===== src/rtl/health_bar_pkg.sv =====
// Shared types and palette for the animated health bar.
// Colours are RGB444; the animator FSM encoding is shared between the animator and the bench.
package health_bar_pkg;

  typedef enum logic [1:0] {
    IDLE  = 2'd0,
    WAIT  = 2'd1,
    DRAIN = 2'd2,
    HEAL  = 2'd3
  } hb_state_t;

  localparam logic [11:0] C_OFF    = 12'h000;
  localparam logic [11:0] C_BORDER = 12'h888;
  localparam logic [11:0] C_FLASH  = 12'hFFF;
  localparam logic [11:0] C_HI     = 12'h0F0;
  localparam logic [11:0] C_MID    = 12'hFF0;
  localparam logic [11:0] C_LO     = 12'hF00;
  localparam logic [11:0] C_GHOST  = 12'hF80;
  localparam logic [11:0] C_BG     = 12'h222;

  function automatic int max_int(input int a, input int b);
    return (a > b) ? a : b;
  endfunction

endpackage


===== src/rtl/health_bar_anim.sv =====
// Health animator: captures the requested health every cycle and, once per frame,
// moves fill/ghost toward it through the IDLE/WAIT/DRAIN/HEAL states.
module health_bar_anim
  import health_bar_pkg::*;
#(
  parameter int WIDTH        = 96,
  parameter int HP_W         = 7,
  parameter int STEP         = 1,
  parameter int GHOST_DELAY  = 30,
  parameter int FLASH_FRAMES = 8
) (
  input  logic            clk,
  input  logic            rst,
  input  logic            new_frame,
  input  logic [HP_W-1:0] health,
  output logic [HP_W-1:0] fill,
  output logic [HP_W-1:0] ghost,
  output logic            flash_on,
  output logic            busy
);

  localparam int HOLD_W  = max_int(1, $clog2(GHOST_DELAY + 1));
  localparam int FLASH_W = max_int(2, $clog2(FLASH_FRAMES + 1));

  localparam logic [HP_W-1:0]    FULL       = HP_W'(WIDTH);
  localparam logic [HP_W-1:0]    STEP_V     = HP_W'(STEP);
  localparam logic [HOLD_W-1:0]  HOLD_INIT  = HOLD_W'(GHOST_DELAY);
  localparam logic [FLASH_W-1:0] FLASH_INIT = FLASH_W'(FLASH_FRAMES);

  hb_state_t          state, state_n;
  logic [HP_W-1:0]    target;
  logic [HP_W-1:0]    fill_q, fill_n;
  logic [HP_W-1:0]    ghost_q, ghost_n;
  logic [HOLD_W-1:0]  hold_q, hold_n;
  logic [FLASH_W-1:0] flash_q, flash_n;

  function automatic logic [HP_W-1:0] max_hp(input logic [HP_W-1:0] a, input logic [HP_W-1:0] b);
    return (a > b) ? a : b;
  endfunction

  // Callers guarantee g >= floor, so the difference never wraps.
  function automatic logic [HP_W-1:0] step_down(input logic [HP_W-1:0] g, input logic [HP_W-1:0] floor);
    return ((g - floor) > STEP_V) ? (g - STEP_V) : floor;
  endfunction

  function automatic logic [HP_W-1:0] step_up(input logic [HP_W-1:0] f, input logic [HP_W-1:0] t);
    return ((t - f) > STEP_V) ? (f + STEP_V) : t;
  endfunction

  always_ff @(posedge clk) begin
    if (rst) begin
      state   <= IDLE;
      target  <= FULL;
      fill_q  <= FULL;
      ghost_q <= FULL;
      hold_q  <= '0;
      flash_q <= '0;
    end else begin
      state   <= state_n;
      target  <= (health > FULL) ? FULL : health;
      fill_q  <= fill_n;
      ghost_q <= ghost_n;
      hold_q  <= hold_n;
      flash_q <= flash_n;
    end
  end

  always_comb begin
    state_n = state;
    fill_n  = fill_q;
    ghost_n = ghost_q;
    hold_n  = hold_q;
    flash_n = flash_q;
    if (new_frame) begin
      if (flash_q != '0) flash_n = flash_q - FLASH_W'(1);
      case (state)
        // A heal that ends with the ghost still above fill finishes by draining,
        // so IDLE is only ever entered with ghost == fill.
        IDLE, HEAL: begin
          if (target < fill_q) begin
            fill_n  = target;
            hold_n  = HOLD_INIT;
            flash_n = FLASH_INIT;
            state_n = WAIT;
          end else if (target > fill_q) begin
            fill_n  = step_up(fill_q, target);
            ghost_n = max_hp(ghost_q, fill_n);
            if (fill_n == target) state_n = (ghost_n == fill_n) ? IDLE : DRAIN;
            else                  state_n = HEAL;
          end else begin
            state_n = (ghost_q == fill_q) ? IDLE : DRAIN;
          end
        end
        WAIT: begin
          if (target < fill_q) begin
            fill_n  = target;
            hold_n  = HOLD_INIT;
            flash_n = FLASH_INIT;
          end else if (target > fill_q) begin
            ghost_n = max_hp(ghost_q, target);
            state_n = HEAL;
          end else if (hold_q == '0) begin
            state_n = DRAIN;
          end else begin
            hold_n = hold_q - HOLD_W'(1);
          end
        end
        // A hit while draining lowers the floor but never pauses the drain.
        DRAIN: begin
          if (target > fill_q) begin
            ghost_n = max_hp(ghost_q, target);
            state_n = HEAL;
          end else begin
            if (target < fill_q) begin
              fill_n  = target;
              flash_n = FLASH_INIT;
            end
            ghost_n = step_down(ghost_q, fill_n);
            if (ghost_n == fill_n) state_n = IDLE;
          end
        end
        default: state_n = IDLE;
      endcase
    end
  end

  assign fill     = fill_q;
  assign ghost    = ghost_q;
  assign flash_on = (flash_q != '0) && flash_q[1];
  assign busy     = (state != IDLE);

endmodule


===== src/rtl/health_bar_animated.sv =====
// Animated bordered health bar: animator plus a one-cycle registered pixel renderer
// producing RGB444 for the compositor.
module health_bar_animated
  import health_bar_pkg::*;
#(
  parameter int POS_X        = 480,
  parameter int POS_Y        = 720,
  parameter int WIDTH        = 96,
  parameter int HEIGHT       = 32,
  parameter int HP_W         = 7,
  parameter int STEP         = 1,
  parameter int GHOST_DELAY  = 30,
  parameter int FLASH_FRAMES = 8
) (
  input  logic            clk,
  input  logic            rst,
  input  logic            valid_in,
  input  logic [10:0]     hcount_in,
  input  logic [9:0]      vcount_in,
  input  logic            new_frame_in,
  input  logic [HP_W-1:0] health_in,
  output logic [11:0]     pixel_out,
  output logic            empty_out,
  output logic            busy_out
);

  localparam logic [11:0] X0      = 12'(POS_X);
  localparam logic [11:0] X1      = 12'(POS_X + WIDTH + 1);
  localparam logic [11:0] Y0      = 12'(POS_Y);
  localparam logic [11:0] Y1      = 12'(POS_Y + HEIGHT - 1);
  localparam logic [11:0] HALF    = 12'(WIDTH / 2);
  localparam logic [11:0] QUARTER = 12'(WIDTH / 4);

  logic [HP_W-1:0] fill;
  logic [HP_W-1:0] ghost;
  logic            flash_on;
  logic            anim_busy;

  logic [11:0] x, y, col, fill12, ghost12;
  logic        in_box, on_border;
  logic [11:0] level, colour;

  health_bar_anim #(
    .WIDTH        (WIDTH),
    .HP_W         (HP_W),
    .STEP         (STEP),
    .GHOST_DELAY  (GHOST_DELAY),
    .FLASH_FRAMES (FLASH_FRAMES)
  ) u_anim (
    .clk       (clk),
    .rst       (rst),
    .new_frame (new_frame_in),
    .health    (health_in),
    .fill      (fill),
    .ghost     (ghost),
    .flash_on  (flash_on),
    .busy      (anim_busy)
  );

  // col is only meaningful inside the box; outside it may wrap, but is never used there.
  always_comb begin
    x         = {1'b0, hcount_in};
    y         = {2'b00, vcount_in};
    col       = x - X0 - 12'd1;
    fill12    = 12'(fill);
    ghost12   = 12'(ghost);
    in_box    = (x >= X0) && (x <= X1) && (y >= Y0) && (y <= Y1);
    on_border = (x == X0) || (x == X1) || (y == Y0) || (y == Y1);
    level     = (fill12 > HALF) ? C_HI : ((fill12 > QUARTER) ? C_MID : C_LO);
    colour    = C_OFF;
    if (in_box) begin
      if (on_border)          colour = flash_on ? C_FLASH : C_BORDER;
      else if (col < fill12)  colour = level;
      else if (col < ghost12) colour = C_GHOST;
      else                    colour = C_BG;
    end
  end

  always_ff @(posedge clk) begin
    if (rst) begin
      pixel_out <= '0;
      empty_out <= 1'b0;
      busy_out  <= 1'b0;
    end else begin
      pixel_out <= valid_in ? colour : C_OFF;
      empty_out <= (fill == '0);
      busy_out  <= anim_busy;
    end
  end

endmodule

===== config.mk =====
export PLATFORM = sky130hd
export DESIGN_NAME = health_bar_animated
export DESIGN_NICKNAME = d
export VERILOG_FILES = /design/src/rtl/health_bar_pkg.sv /design/src/rtl/health_bar_anim.sv /design/src/rtl/health_bar_animated.sv
export SDC_FILE = /design/constraint.sdc
export NUM_CORES = 1
export LEC_CHECK = 0
export BUFFER_PORTS_ARGS = -buffer_cell sky130_fd_sc_hd__clkbuf_2
export CORE_ASPECT_RATIO = 0.75
export CORE_UTILIZATION = 30
export DETAILED_ROUTE_END_ITERATION = 6
export GPL_TIMING_DRIVEN = 0
export SYNTH_ARGS = -nofsm -noshare
export SYNTH_HDL_FRONTEND = slang
export SYNTH_SLANG_ARGS = --single-unit

===== constraint.sdc =====
create_clock -name clk -period 5.77 [get_ports clk]
set_clock_uncertainty 0.2 [all_clocks]
set_input_delay 1.4425 -clock clk [delete_from_list [all_inputs] [get_ports clk]]
set_output_delay 1.4425 -clock clk [all_outputs]
set_load 0.01 [all_outputs]

=== Word level (Yosys, flattened, before mapping) ===
Cells that the tools add are included.

* Output and inout port bits: 14
* Input bits: 32
* Bits in writable memories: 0
* Logic and storage cells: 121
* Register bits: 46
* Memories kept: 0
* ROM bits: 0
* Latch bits: 0

* $lt $le $gt $ge: 15
* Add/subtract/negate cells: 8
* Mux-type cells: 44
* Shift operators: 0
* Divide/modulo/power cells: 0
* Bitwise operators: 2
* $mul: 0
* Equal/unequal tests: 22
* Reductions and logical operators: 21

{| class="wikitable"
|+ Operator list
! kind !! number
|-
| 2-to-1 mux 7 bit || 16
|-
| 2-to-1 mux 12 bit || 4
|-
| case mux 7 bit (3 select lines) || 2
|-
| == test 7 bit || 4
|-
| < comparator 12 x 7 -> 1 bit || 2
|-
| greater-than comparator 7 bit || 3
|-
| == test 10 bit (second input constant) || 2
|-
| 2-to-1 mux 2 bit || 10
|-
| 2-to-1 mux 5 bit || 4
|-
| greater-than comparator 7 x 1 -> 1 bit (second input constant) || 2
|-
| subtractor 7 bit || 2
|-
| 2-to-1 mux 4 bit || 3
|-
| subtractor 11 x 9 -> 12 bit (second input constant) || 1
|-
| subtractor 12 x 1 -> 12 bit (second input constant) || 1
|-
| == test 11 x 10 -> 1 bit (second input constant) || 1
|-
| == test 11 x 9 -> 1 bit (second input constant) || 1
|-
| greater-or-equal comparator 11 x 9 -> 1 bit (second input constant) || 1
|-
| less-or-equal comparator 11 x 10 -> 1 bit (second input constant) || 1
|-
| 2-to-1 mux 11 bit || 1
|-
| greater-or-equal comparator 10 bit (second input constant) || 1
|-
| less-or-equal comparator 10 bit (second input constant) || 1
|-
| case mux 5 bit (2 select lines) || 1
|-
| AND reduction 5 bit || 2
|-
| != test 3 x 1 -> 1 bit (second input constant) || 3
|-
| 28 further kinds || 43
|}

=== Logic depth before layout (Yosys ltp) ===
* Depth in word-level cells: 12
* Gate-level depth with buffers: 22
* Gate-level depth less buffers: 20

=== By module ===
A second synthesis with hierarchy kept.

* Cell total of the unflattened synthesis: 631
* Area total of the unflattened synthesis: 4842.1 um^2

{| class="wikitable"
|+ By module, submodules not included
! module !! area each (um^2) !! times used !! seq. area each (um^2) !! cells each
|-
| health_bar_anim || 3719.8 || 1 || 640.6 || 493
|-
| health_bar_animated || 1122.3 || 1 || 220.2 || 138
|}

=== Worst setup path after synthesis ===
OpenSTA, ideal clock, no wires.

* Path type: register -> register
* Start point: register u_anim.fill_q[4] (netlist: u_anim.fill[4])
* End point: register u_anim.state[1]
* Cell stages (with the launch flop): 22
* Library setup time: 0.142 ns
* Setup slack: 0.684 ns
* Data required time: 5.428 ns
* Clock period less this slack: 5.086 ns
* Arrival time: 4.745 ns
* Buffers on the path: 2
* Cell sequence: dfxtp_1 > clkbuf_1 > inv_1 > ha_1 > and2_4 > a221oi_1 > a21o_1 > nand2_1 > a21oi_1 > inv_1 > ha_1 > inv_1 > fa_1 > clkbuf_1 > o21ai_0 > o311ai_0 > a22o_1 > o2111ai_1 > nor4_4 > o311ai_1 > mux2i_1 > o32ai_1

* Cells in the longest elaborated chain, start to end: 11
* Elaborated cells between the ends (all ways): 32
* Classes of those cells: 3 x add/sub; 5 x order compare; 7 x eq/ne; 16 x mux; 1 x reduce/logical

{| class="wikitable"
|+ Ends and longest elaborated chain
! what !! RTL line !! RTL
|-
| start: declaration || health_bar_anim.sv:32 || <nowiki>logic [HP_W-1:0] fill_q, fill_n;</nowiki>
|-
| start signal: assignment || health_bar_anim.sv:61 || <nowiki>fill_q <= fill_n;</nowiki>
|-
| < comparator 7 bit or subtractor 7 bit (tied branches) || - ||
|-
| 2-to-1 mux 7 bit or greater-than comparator 7 x 1 -> 1 bit (tied branches) || - ||
|-
| 2-to-1 mux 7 bit (on tied branches) || health_bar_anim.sv:110, health_bar_anim.sv:47 ||
|-
| 2-to-1 mux 7 bit or greater-than comparator 7 bit (tied branches) || health_bar_anim.sv:76, health_bar_anim.sv:38 ||
|-
| 2-to-1 mux 7 bit (on tied branches) || health_bar_anim.sv:74, health_bar_anim.sv:38 ||
|-
| subtractor 7 bit or == test 7 bit (tied branches) || health_bar_anim.sv:43, health_bar_anim.sv:88 ||
|-
| greater-than comparator 7 x 1 -> 1 bit or 2-to-1 mux 2 bit (tied branches) || health_bar_anim.sv:43, health_bar_anim.sv:88 ||
|-
| 2-to-1 mux 7 bit or 2-to-1 mux 2 bit (tied branches) || health_bar_anim.sv:43, health_bar_anim.sv:88 ||
|-
| == test 7 bit or 2-to-1 mux 2 bit (tied branches) || health_bar_anim.sv:119, health_bar_anim.sv:85 ||
|-
| != test 3 x 1 -> 1 bit (no line) or 2-to-1 mux 2 bit (tied branches) || - ||
|-
| AND reduction 4 bit (no line) or case mux 2 bit (3 select lines) (tied branches) || - ||
|-
| end signal: assignment || health_bar_anim.sv:59 || <nowiki>state <= state_n;</nowiki>
|-
| end: declaration || health_bar_anim.sv:30 || <nowiki>hb_state_t state, state_n;</nowiki>
|}

Parallel ways exist; a longest one is shown, timed or not. The select of a mux whose other input is x is not followed.
A chain may end at the register's enable or synchronous reset.

=== Worst setup path in the final report ===
* Start point: register u_anim.fill_q[1] (netlist: u_anim.fill[1])
* End point: register u_anim.ghost_q[6] (netlist: u_anim.ghost[6])

* Cells in the longest elaborated chain, start to end: 10
* Elaborated cells between the ends (all ways): 24
* Classes of those cells: 3 x add/sub; 5 x order compare; 4 x eq/ne; 11 x mux; 1 x reduce/logical

{| class="wikitable"
|+ Ends and longest elaborated chain
! what !! RTL line !! RTL
|-
| < comparator 7 bit || health_bar_anim.sv:80, health_bar_anim.sv:95, health_bar_anim.sv:114 ||
|-
| 2-to-1 mux 7 bit || - ||
|-
| 2-to-1 mux 7 bit || health_bar_anim.sv:110 || <nowiki>if (target > fill_q) begin</nowiki>
|-
| 2-to-1 mux 7 bit || health_bar_anim.sv:76 || <nowiki>case (state)</nowiki>
|-
| 2-to-1 mux 7 bit || health_bar_anim.sv:74 || <nowiki>if (new_frame) begin</nowiki>
|-
| subtractor 7 bit || health_bar_anim.sv:43 || <nowiki>return ((g - floor) > STEP_V) ? (g - STEP_V) : floor;</nowiki>
|-
| greater-than comparator 7 x 1 -> 1 bit || health_bar_anim.sv:43 ||
|-
| 2-to-1 mux 7 bit || health_bar_anim.sv:43 ||
|-
| 2-to-1 mux 7 bit || health_bar_anim.sv:110 ||
|-
| case mux 7 bit (3 select lines) || health_bar_anim.sv:76 ||
|-
| end signal: assignment || health_bar_anim.sv:62 || <nowiki>ghost_q <= ghost_n;</nowiki>
|-
| end: declaration || health_bar_anim.sv:33 || <nowiki>logic [HP_W-1:0] ghost_q, ghost_n;</nowiki>
|}

Parallel ways exist; a longest one is shown, timed or not. The select of a mux whose other input is x is not followed.

==> impl_metrics.toml <==
[status]
outcome = "finished, final reports clean"

[logic_synthesis]
yosys_warnings = 0
synth_top_area_share_pct = 18.3
ys_top_cells_by_area = "dfxtp_1 (18%), ha_1 (12%), xnor2_1 (6.5%)"
synthFlopType = "dfxtp_1"
synth.most_common_cell = "a21oi_1"
syn_area_sq_mm = 0.00470
ys_seq_area_share_pct = 18.3
synth_edf_count = 0
ys_types = 78
ys_async_sr_fraction_pct = 0
synth_top_family_by_area = "compound AO/OA/AOI/OAI gates"
synth_common_cells = "a21oi_1 (55), nor2_1 (52), inv_1 (46)"
synth_xor_area_share_pct = 9.10
syn_area_per_cell_sq_um = 7.50
synthAdderAreaFrac_pct = 12.8
netlist_instances = 627
synthMuxAreaShare_pct = 3.54
ys_seq_elements = 43
synth-simple-area-share_pct = 24.1
synth_compound_area_share_pct = 25.4
synth_top_area_cell = "dfxtp_1"
syn_nets = 705

[global_route]
grt_pass1_vias = 4374
grt_overflow = 0
antenna_found_initial = 0
gr-usage-all-layers_pct = 18.6
grt_first_pass_wirelength_um = 23900
grt_max_degree = 16

[timing]
grt_setup_unrepaired = "true"
whs_ps = 276
min_period_ps = 5510
finalHoldViolCount = 0
slew-limit-headroom_pct = 49.1
tightest_slew_ps = 756
max_freq_mhz = 182
setup_viol = 0
fin_crit_sh_pct = 95.4
timing.final.max_slew_violations = 0

[drt]
ant_nets = 0
detail_route.wl_per_cell_um = 17.3
viasPerCell = 5.50
drt-initial-drc-count = 396
wl_um = 15200
vias = 4847
drc = 0
drtPass1Iterations = 5

[run]
cap_violations = 0

[finish]
fin_nets = 754
n_antenna_cell = 0
synthToLayoutAreaGrowth_pct = 15.0
drive_above_1_share_pct = 14.2

[power]
ir_worst_vdd_mv = 0.231
leakagePower_uw = 0.00213
power_density_mw_per_mm2 = 617
power.total_uw = 3330

[setup_path]
arrival_ps = 5480
path_class = "flop to flop"
path_cells = "inv_1, ha_1, nor2b_1, o211ai_1, a21o_1, nand2_2, a21oi_1, ha_1, nor2b_1, nor2_1, nand2_1, a21o_1, a22o_1, o2111ai_1, nor4_4, buf_4, o21a_1, a221o_1, a221o_1"
cp-end-kind = "flop"
cp_slowest_cell = "dfxtp_1"
crit_required_ps = 5750
crit_path_max_incr_delay_ps = 580
crit_path_max_fanout = 9
critPathLaunchType = "flop"

[place]
dpl.hpwl_um = 11800
port_buffers = 43
gp_congestion = 0.990

[clocking]
holdBufCountCts = 0
cts_buffer_depth = 2
clk_latency_ps = 290
numCtsBuffers = 5
clock_sinks = 43
root_buffer = "clkbuf_16"
clk_pin_slew_ps = 70
cts_tree = "yes"
h-tree-depth = 2

[floorplan]
die_w_um = 147
io_pins = 46
rows = 39
die_height_um = 110
die_area_sq_mm = 0.0162
start_util_pct = 30.8
core-area_sq_mm = 0.0153

[worst_hold_path]
worst_hold_path_type = "flop to flop"
## flip-flops by register name, indices dropped and copies added (netlist names)
name            count
u_anim.hold_q       5
u_anim.fill         7
u_anim.state        2
u_anim.flash_q      4
empty_out           1
busy_out            1
u_anim.target       7
pixel_out           9
u_anim.ghost        7
## area by class of cell
type | instances | area (sq um)
Clock inverter | 3 | 25.0
Clock buffer | 5 | 125
Tap cell | 205 | 256
Multi-Input combinational cell | 506 | 3590
Inverter | 46 | 173
Timing Repair Buffer | 46 | 238
Fill cell | 1626 | 9870
Buffer | 28 | 129
Sequential cell | 43 | 865
## routing by layer
metal	vias to the layer above	share of wire [%]	wire [um]	global-route usage, %
li1	2395	-	-	-
met1	2215	48	7280	27.3
met2	220	39	5930	25.9
met3	17	12	1830	6.24
met4	0	1.2	182	3.33
met5	-	0	0	0
## layout by cell type, fill, tap and decap left out, drive strengths merged, types with 3 or more instances in the layout
cell     synthesis  layout
clkbuf          23      67
a21oi           55      55
nor2            52      52
inv             46      46
ha              44      44
dfxtp           43      43
o21ai           40      40
xnor2           36      36
nand2           31      31
nor3            25      25
nand3           24      24
nand4           16      16
a31oi           15      15
mux2i           14      14
xor2            12      12
buf              9      12
and2            11      11
nand2b           9       9
nor2b            8       8
a21o             7       7
a211oi           6       6
or3              5       5
o211ai           5       5
nor3b            5       5
o21a             5       5
o22ai            5       5
nor4             5       5
o2111ai          4       4
nand3b           4       4
a21boi           4       4
and3             4       4
a221o            3       3
o221ai           3       3
nor4b            3       3
o221a            3       3
a311oi           3       3
## critical path: cells and delay by family, from the launching register on
kind	cells	cell delay, ps
adder cells (fa/ha/maj)	2	790
AO/OA/AOI/OAI	9	2490
flip-flops	1	580
AND/OR/NAND/NOR	6	840
buffers and inverters	2	460
## kinds of logic after synthesis
family,count (synthesis)
flip-flops,43
XOR/XNOR,48
AO/OA/AOI/OAI,182
AND/OR/NAND/NOR,213
multiplexers,16
adder cells (fa/ha/maj),47
buffers and inverters,78
## worst paths after layout
check                                        from                 to  slack (ps)  depth (start not counted)
worst min register to register  u_anim.flash_q[2]  u_anim.flash_q[2]         280                          2
worst max register to register     u_anim.fill[1]    u_anim.ghost[6]         260                         19
worst max-delay path               u_anim.fill[1]    u_anim.ghost[6]         260                         19
worst min-delay path            u_anim.flash_q[2]  u_anim.flash_q[2]         280                          2
## power breakdown
part	internal, uW	switching, uW	total (uW)	leakage (uW)
sequential	368	104	472	0.000354
clock	162	128	290	0.0000700
combinational	965	1610	2570	0.00171
## through the flow
stage / worst slack [ps] / cells / util, % / TNS (ps) / cell area [sq um]
detailed placement: -787 / 875 / 33.9 / -5270 / 5170
CTS: 70.2 / 881 / 35.0 / 0 / 5350
global route: -47.0 / 882 / 35.4 / -49.5 / 5410
finish: 264 / 882 / 35.4 / 0 / 5410
floorplan: 684 / 627 / - / 0 / 4700
global placement: -846 / 875 / 33.9 / -5650 / 5170
## timing repair
item                                    4_1_cts  5_1_grt
gates resized for setup                       6       13
cloned                                        0        0
buffers inserted                              2        1
pin swaps                                     1        1
endpoints found under the setup margin        9        9
No activity file was read; power rests on OpenSTA's default activity.
